File: config.mk
export PLATFORM = sky130hd
export DESIGN_NAME = smc_pwm_core
export DESIGN_NICKNAME = d
export VERILOG_FILES = /design/src/rtl/smc_pwm_core.sv
export SDC_FILE = /design/constraint.sdc
export NUM_CORES = 2
export LEC_CHECK = 0
export ABC_AREA = 1
export CAP_MARGIN = 20
export CORE_ASPECT_RATIO = 0.6
export CORE_MARGIN = 3
export CORE_UTILIZATION = 30
export DETAILED_ROUTE_END_ITERATION = 6
export SLEW_MARGIN = 10
export SYNTH_ARGS = -nofsm -noshare
export SYNTH_HDL_FRONTEND = slang
export SYNTH_SLANG_ARGS = --single-unit
File: constraint.sdc
create_clock -name QCLK -period 18.4 [get_ports QCLK]
set_input_delay 3.68 -clock QCLK [delete_from_list [all_inputs] [get_ports QCLK]]
set_output_delay 3.68 -clock QCLK [all_outputs]
set_load 0.01 [all_outputs]
File: src/rtl/smc_pwm_core.sv
// smc_pwm_core: programmable period counter driving NCH independent PWM
// channels (left/right/center aligned) onto MNP/MNM coil pins, with a
// Q-bus register file and period-boundary buffering of PER and duty.
module smc_pwm_core #(
    parameter int unsigned NCH   = 12,
    parameter int unsigned CNT_W = 11,
    parameter int unsigned DW    = 16
) (
    input  logic             QCLK,
    input  logic             QRESET,
    input  logic             QWRITE,
    input  logic             QSEL,
    input  logic [6:0]       QADDR,
    input  logic [DW-1:0]    QDATAIN,
    output logic [DW-1:0]    QDATAOUT,
    output logic [NCH-1:0]   MNM,
    output logic [NCH-1:0]   MNP
);

    localparam int unsigned AW    = 7;
    localparam int unsigned PS_W  = 3;
    localparam int unsigned S_BIT = 15;

    localparam logic [AW-1:0] A_CTL0 = 7'h00;
    localparam logic [AW-1:0] A_CTL1 = 7'h01;
    localparam logic [AW-1:0] A_PER  = 7'h02;

    logic                         en_q, en_d;
    logic [1:0]                   pre_q, pre_d;
    logic                         pf_q, pf_d;
    logic [CNT_W-1:0]             per_sh_q, per_sh_d;
    logic [CNT_W-1:0]             per_act_q, per_act_d;
    logic [PS_W-1:0]              presc_q, presc_d;
    logic [CNT_W-1:0]             cnt_q, cnt_d;
    logic [NCH-1:0][1:0]          mode_q, mode_d;
    logic [NCH-1:0][CNT_W-1:0]    duty_sh_q, duty_sh_d;
    logic [NCH-1:0][CNT_W-1:0]    duty_act_q, duty_act_d;
    logic [NCH-1:0]               s_sh_q, s_sh_d;
    logic [NCH-1:0]               s_act_q, s_act_d;
    logic [DW-1:0]                qdout_q, qdout_d;
    logic [NCH-1:0]               mnm_q, mnm_d;
    logic [NCH-1:0]               mnp_q, mnp_d;

    logic                         wr_c, rd_c, tick_c, wrap_c;
    logic [PS_W-1:0]              presc_max_c;
    logic [DW-1:0]                rdata_c;
    logic [NCH-1:0]               act_c;
    logic                         unused_bits;

    // Bits of QDATAIN above the duty field and below S are don't-care.
    assign unused_bits = ^QDATAIN;

    // Channel active test; duty is clamped to the period first.
    function automatic logic chan_active(input logic [1:0] mode,
                                         input logic [CNT_W-1:0] duty,
                                         input logic [CNT_W-1:0] per,
                                         input logic [CNT_W-1:0] cnt);
        logic [CNT_W-1:0] d;
        logic [CNT_W-1:0] lo;
        logic             act;
        d   = (duty < per) ? duty : per;
        lo  = (per - d) >> 1;
        act = 1'b0;
        if (mode != 2'b00 && per != '0 && d != '0) begin
            if (d == per) begin
                act = 1'b1;
            end else begin
                case (mode)
                    2'b01:   act = (cnt < d);
                    2'b10:   act = (cnt >= per - d);
                    default: act = (cnt >= lo) && (cnt < lo + d);
                endcase
            end
        end
        return act;
    endfunction

    // Bus decode, read mux, prescaler/counter, buffering and pin drive.
    always_comb begin
        en_d        = en_q;
        pre_d       = pre_q;
        pf_d        = pf_q;
        per_sh_d    = per_sh_q;
        per_act_d   = per_act_q;
        presc_d     = presc_q;
        cnt_d       = cnt_q;
        mode_d      = mode_q;
        duty_sh_d   = duty_sh_q;
        duty_act_d  = duty_act_q;
        s_sh_d      = s_sh_q;
        s_act_d     = s_act_q;
        qdout_d     = qdout_q;
        mnm_d       = '0;
        mnp_d       = '0;
        act_c       = '0;
        rdata_c     = '0;
        wrap_c      = 1'b0;
        wr_c        = QSEL & QWRITE;
        rd_c        = QSEL & ~QWRITE;
        presc_max_c = PS_W'((32'd1 << pre_q) - 32'd1);
        tick_c      = (presc_q >= presc_max_c);

        case (QADDR)
            A_CTL0:  rdata_c[2:0] = {pre_q, en_q};
            A_CTL1:  rdata_c[0] = pf_q;
            A_PER:   rdata_c[CNT_W-1:0] = per_sh_q;
            default: ;
        endcase
        for (int i = 0; i < NCH; i++) begin
            if (QADDR == AW'(16 + i)) rdata_c[1:0] = mode_q[i];
            if (QADDR == AW'(32 + i)) begin
                rdata_c[S_BIT]      = s_sh_q[i];
                rdata_c[CNT_W-1:0]  = duty_sh_q[i];
            end
        end
        if (rd_c) qdout_d = rdata_c;

        if (!en_q) begin
            presc_d = '0;
            cnt_d   = '0;
        end else if (tick_c) begin
            presc_d = '0;
            if (per_act_q != '0) begin
                if (cnt_q >= per_act_q - CNT_W'(1)) begin
                    cnt_d  = '0;
                    wrap_c = 1'b1;
                end else begin
                    cnt_d = cnt_q + CNT_W'(1);
                end
            end
        end else begin
            presc_d = presc_q + PS_W'(1);
        end

        if (wrap_c || !en_q) begin
            per_act_d  = per_sh_q;
            duty_act_d = duty_sh_q;
            s_act_d    = s_sh_q;
        end

        for (int i = 0; i < NCH; i++) begin
            act_c[i] = en_q & chan_active(mode_q[i], duty_act_q[i], per_act_q, cnt_q);
            mnp_d[i] = act_c[i] & ~s_act_q[i];
            mnm_d[i] = act_c[i] &  s_act_q[i];
        end

        if (wr_c) begin
            case (QADDR)
                A_CTL0: begin
                    en_d  = QDATAIN[0];
                    pre_d = QDATAIN[2:1];
                end
                A_CTL1:  if (QDATAIN[0]) pf_d = 1'b0;
                A_PER:   per_sh_d = QDATAIN[CNT_W-1:0];
                default: ;
            endcase
            for (int i = 0; i < NCH; i++) begin
                if (QADDR == AW'(16 + i)) mode_d[i] = QDATAIN[1:0];
                if (QADDR == AW'(32 + i)) begin
                    s_sh_d[i]    = QDATAIN[S_BIT];
                    duty_sh_d[i] = QDATAIN[CNT_W-1:0];
                end
            end
        end
        // A wrap in the same cycle as a W1C keeps the flag set.
        if (wrap_c) pf_d = 1'b1;
    end

    // State registers with synchronous reset.
    always_ff @(posedge QCLK) begin
        if (QRESET) begin
            en_q       <= 1'b0;
            pre_q      <= '0;
            pf_q       <= 1'b0;
            per_sh_q   <= '0;
            per_act_q  <= '0;
            presc_q    <= '0;
            cnt_q      <= '0;
            mode_q     <= '0;
            duty_sh_q  <= '0;
            duty_act_q <= '0;
            s_sh_q     <= '0;
            s_act_q    <= '0;
            qdout_q    <= '0;
            mnm_q      <= '0;
            mnp_q      <= '0;
        end else begin
            en_q       <= en_d;
            pre_q      <= pre_d;
            pf_q       <= pf_d;
            per_sh_q   <= per_sh_d;
            per_act_q  <= per_act_d;
            presc_q    <= presc_d;
            cnt_q      <= cnt_d;
            mode_q     <= mode_d;
            duty_sh_q  <= duty_sh_d;
            duty_act_q <= duty_act_d;
            s_sh_q     <= s_sh_d;
            s_act_q    <= s_act_d;
            qdout_q    <= qdout_d;
            mnm_q      <= mnm_d;
            mnp_q      <= mnp_d;
        end
    end

    assign QDATAOUT = qdout_q;
    assign MNM      = mnm_q;
    assign MNP      = mnp_q;

endmodule

==> reports/summary.txt <==
Status = complete, no violations
CP max stage delay = 670 ps
Placed inst area = 45100 um^2
H-Tree Depth = 2
Nets = 7193
Clock Tree Root = clkbuf_16
Simple-gate portion of the synthesized area = 0.246
PnR worst setup slack = 10810 ps
# fillers = 15100
Post-DP HPWL = 125 mm
Cells after synthesis = 6411
Num Clock Sinks = 388
Initial antenna violation count = 13
Final wirelength = 171 mm
Core area = 140000 um^2
Worst Hold Slack = 411 ps
Vias = 45000
Clk Latency, worst-skew pair = 590 ps
Total CTS buffers = 35
Crit share post-route = 0.413
Via/cell ratio = 5.41
1st-iter DRT viols = 5443
Routed WL per cell = 20.6 um
Pins Over Slew Limit = 0
Pre-CTS setup slack = 10610 ps
Hold Vio Cnt, Final = 0
Count of unique library cells instantiated by Yosys = 62
Worst hold path class = reg2reg
Crit path capture type = register
Synth top area cells = ha_1 23%, dfxtp_1 18%, nand2_1 12%
CP max FO = 10
Clock Skews = 37.1 ps
Layout Cells excl Fill = 8306
Clk buf depth = 3
Ys flop type = dfxtp_1
Final core occ = 0.332
GRT Total Usage = 0.223
Xor/xnor share of the synthesized area = 0.0393
Clock slew at reported path FFs = 80 ps
Power density cells = 52.3 nW/um^2
Port Buffer Count = 58
# setup viols final = 0
Fmax = 0.132 GHz
Worst-Margin Slew = 1270 ps
CP cell instances = clkdlybuf4s50_1 -> inv_1 -> nand2_1 -> nor2_1 -> inv_1 -> nor2_1 -> inv_1 -> o21ai_0 -> o21ai_0 -> a21oi_1 -> nand3_1 -> o21ai_0 -> nand3_1 -> o221ai_1 -> a21oi_1
Max rail drop VDD = 0.0616 mV
Area share of the largest cell type after synthesis = 0.232
Mapped Area = 42500 um^2
CTS hold repair buffers = 0
Yosys top cell by area = ha_1
Site row count = 106
Die W = 492 um
Final Critical Period = 7590 ps
Routability Congestion = 0.976
Final Total Pwr = 2.43 mW
Mux cell area share after synthesis = 0
Io pins = 67
Finished Cell Area = 46400 um^2
Lkg Pwr = 22.9 nW
Max Cap Viol = 0
Post-synthesis async set-or-reset flop share = 0
Global-route wire length before repair = 251 mm
Critical path startpoint category = input pin
Compound-gate portion of the synthesized area = 0.208
Post-route ant nets = 0
RSZ-0062 raised after global routing = no
Sequential area share after synthesis = 0.183
YS warnings = 0
Die Area = 146000 um^2
Remaining Overflow, GRT = 0
Largest family of logic cells by synthesized area = simple AND/OR/NAND/NOR gates
Critical Path RT = 18830 ps
CTS tree = built
Rel. slew slack = 0.151
Syn Area/Cell = 6.62 um^2
Overall die height = 297 um
Placed cell count = 8231
Vias in the first global route = 39700
WP data arrival = 8020 ps
EDFF count, synth = 0
Crit-path slowest cell = a21oi_1
Yosys reg bits = 388
Layout cells sized above 1 = 0.0390
Post-route setup TNS = 0 ps
Drt first pass iters = 6
Area grow syn2layout = 9.24%
Synth Area in Adders = 0.232
DRC = 0
Setup Buffers After CTS = 0
CP Class = in2reg
Largest net degree at the start of global routing = 111
Post-CTS sizing = 0
Initial Util = 0.304
## area by class of cell
class                           instances  area (um^2)  area share
Multi-Input combinational cell       5010        30800       0.664
Tap cell                             1890         2360      0.0510
Clock buffer                           44          971      0.0209
Timing Repair Buffer                  128         1110      0.0238
Inverter                              817         3080      0.0663
Antenna cell                           11         27.5    0.000593
Clock inverter                         18          236     0.00510
Sequential cell                       388         7800       0.168
## cell usage in the layout, fill, tap and decap left out, drive strengths merged, types with 8 or more instances in the layout
cell type      instances
nor3                  48
xor2                 135
o21a                  15
nand3                291
o31a                   9
o21bai                23
o211ai                44
dfxtp                388
o21ai                571
xnor2                 52
nand2               1364
inv                  813
buf                   72
nand4                133
o31ai                  8
nand3b                33
clkbuf                44
a21oi                720
ha                   786
clkdlybuf4s50         56
clkinv                15
o22ai                 11
o2111ai               12
a221oi                 9
nor2                 489
a31oi                 25
a21boi                23
or2                   23
nor4                  67
a211oi                44
diode                 11
a21o                  47
## where the power goes
part / internal [mW] / switching [mW]
Clock: 0.449 / 0.378
Combinational: 0.278 / 0.482
Sequential: 0.839 / 0.00150
## layer usage
layer  wire, um  global-route usage
met1      83100               0.353
met2      61400               0.287
met3      23200              0.0657
met4       3060              0.0368
met5        175             0.00779
## flip-flops by register name, indices dropped and copies added, names as in the netlist, 12 cells and up
| name | count |
|---|---|
| QDATAOUT | 12 |
| s_act_q | 12 |
| duty_sh_q | 132 |
| mode_q | 24 |
| s_sh_q | 12 |
| MNM | 12 |
| MNP | 12 |
| duty_act_q | 132 |
## synth_stat cells (12+ instances only)
library cell  count
ha_1            786
nand4_1         133
nand3b_1         33
a211oi_1         44
nand2_1        1352
or2_2            12
a21boi_0         22
o211ai_1         38
xor2_1          131
a21oi_2          29
o21ai_0         545
clkbuf_1        163
nor4_1           67
o21bai_1         23
a21o_1           47
a21oi_1         689
inv_1           808
a31oi_1          25
dfxtp_1         388
nor2_1          484
o21a_1           15
o21ai_2          15
nand3_1         287
xnor2_1          52
nor3_1           47
o2111ai_1        12
buf_2            16
## final timing paths
path                     start           end  slack (ps)  cells past startpoint
setup / recovery      QADDR[0]  QDATAOUT[10]       10810                     15
hold / removal      s_act_q[7]        MNP[7]         410                      1
setup reg to reg  per_act_q[2]        MNP[0]       10830                     33
hold reg to reg     s_act_q[7]        MNP[7]         410                      1
## critical path, delay by kind of cell
family          cells  cell delay, ps
buf+inv             4            1080
compound gates      6            1840
simple gates        5            1400
## cells by family (layout without fill, tap and decap cells)
group,Yosys count,count (layout)
buffers and inverters,1016,1007
xor gates and xnor gates,187,187
DFF,388,388
AOI/OAI and AO/OA,1576,1576
adders and majority gates,787,787
and+or+nand+nor,2456,2456
other,1,15
No activity file was read; power rests on OpenSTA's default activity.
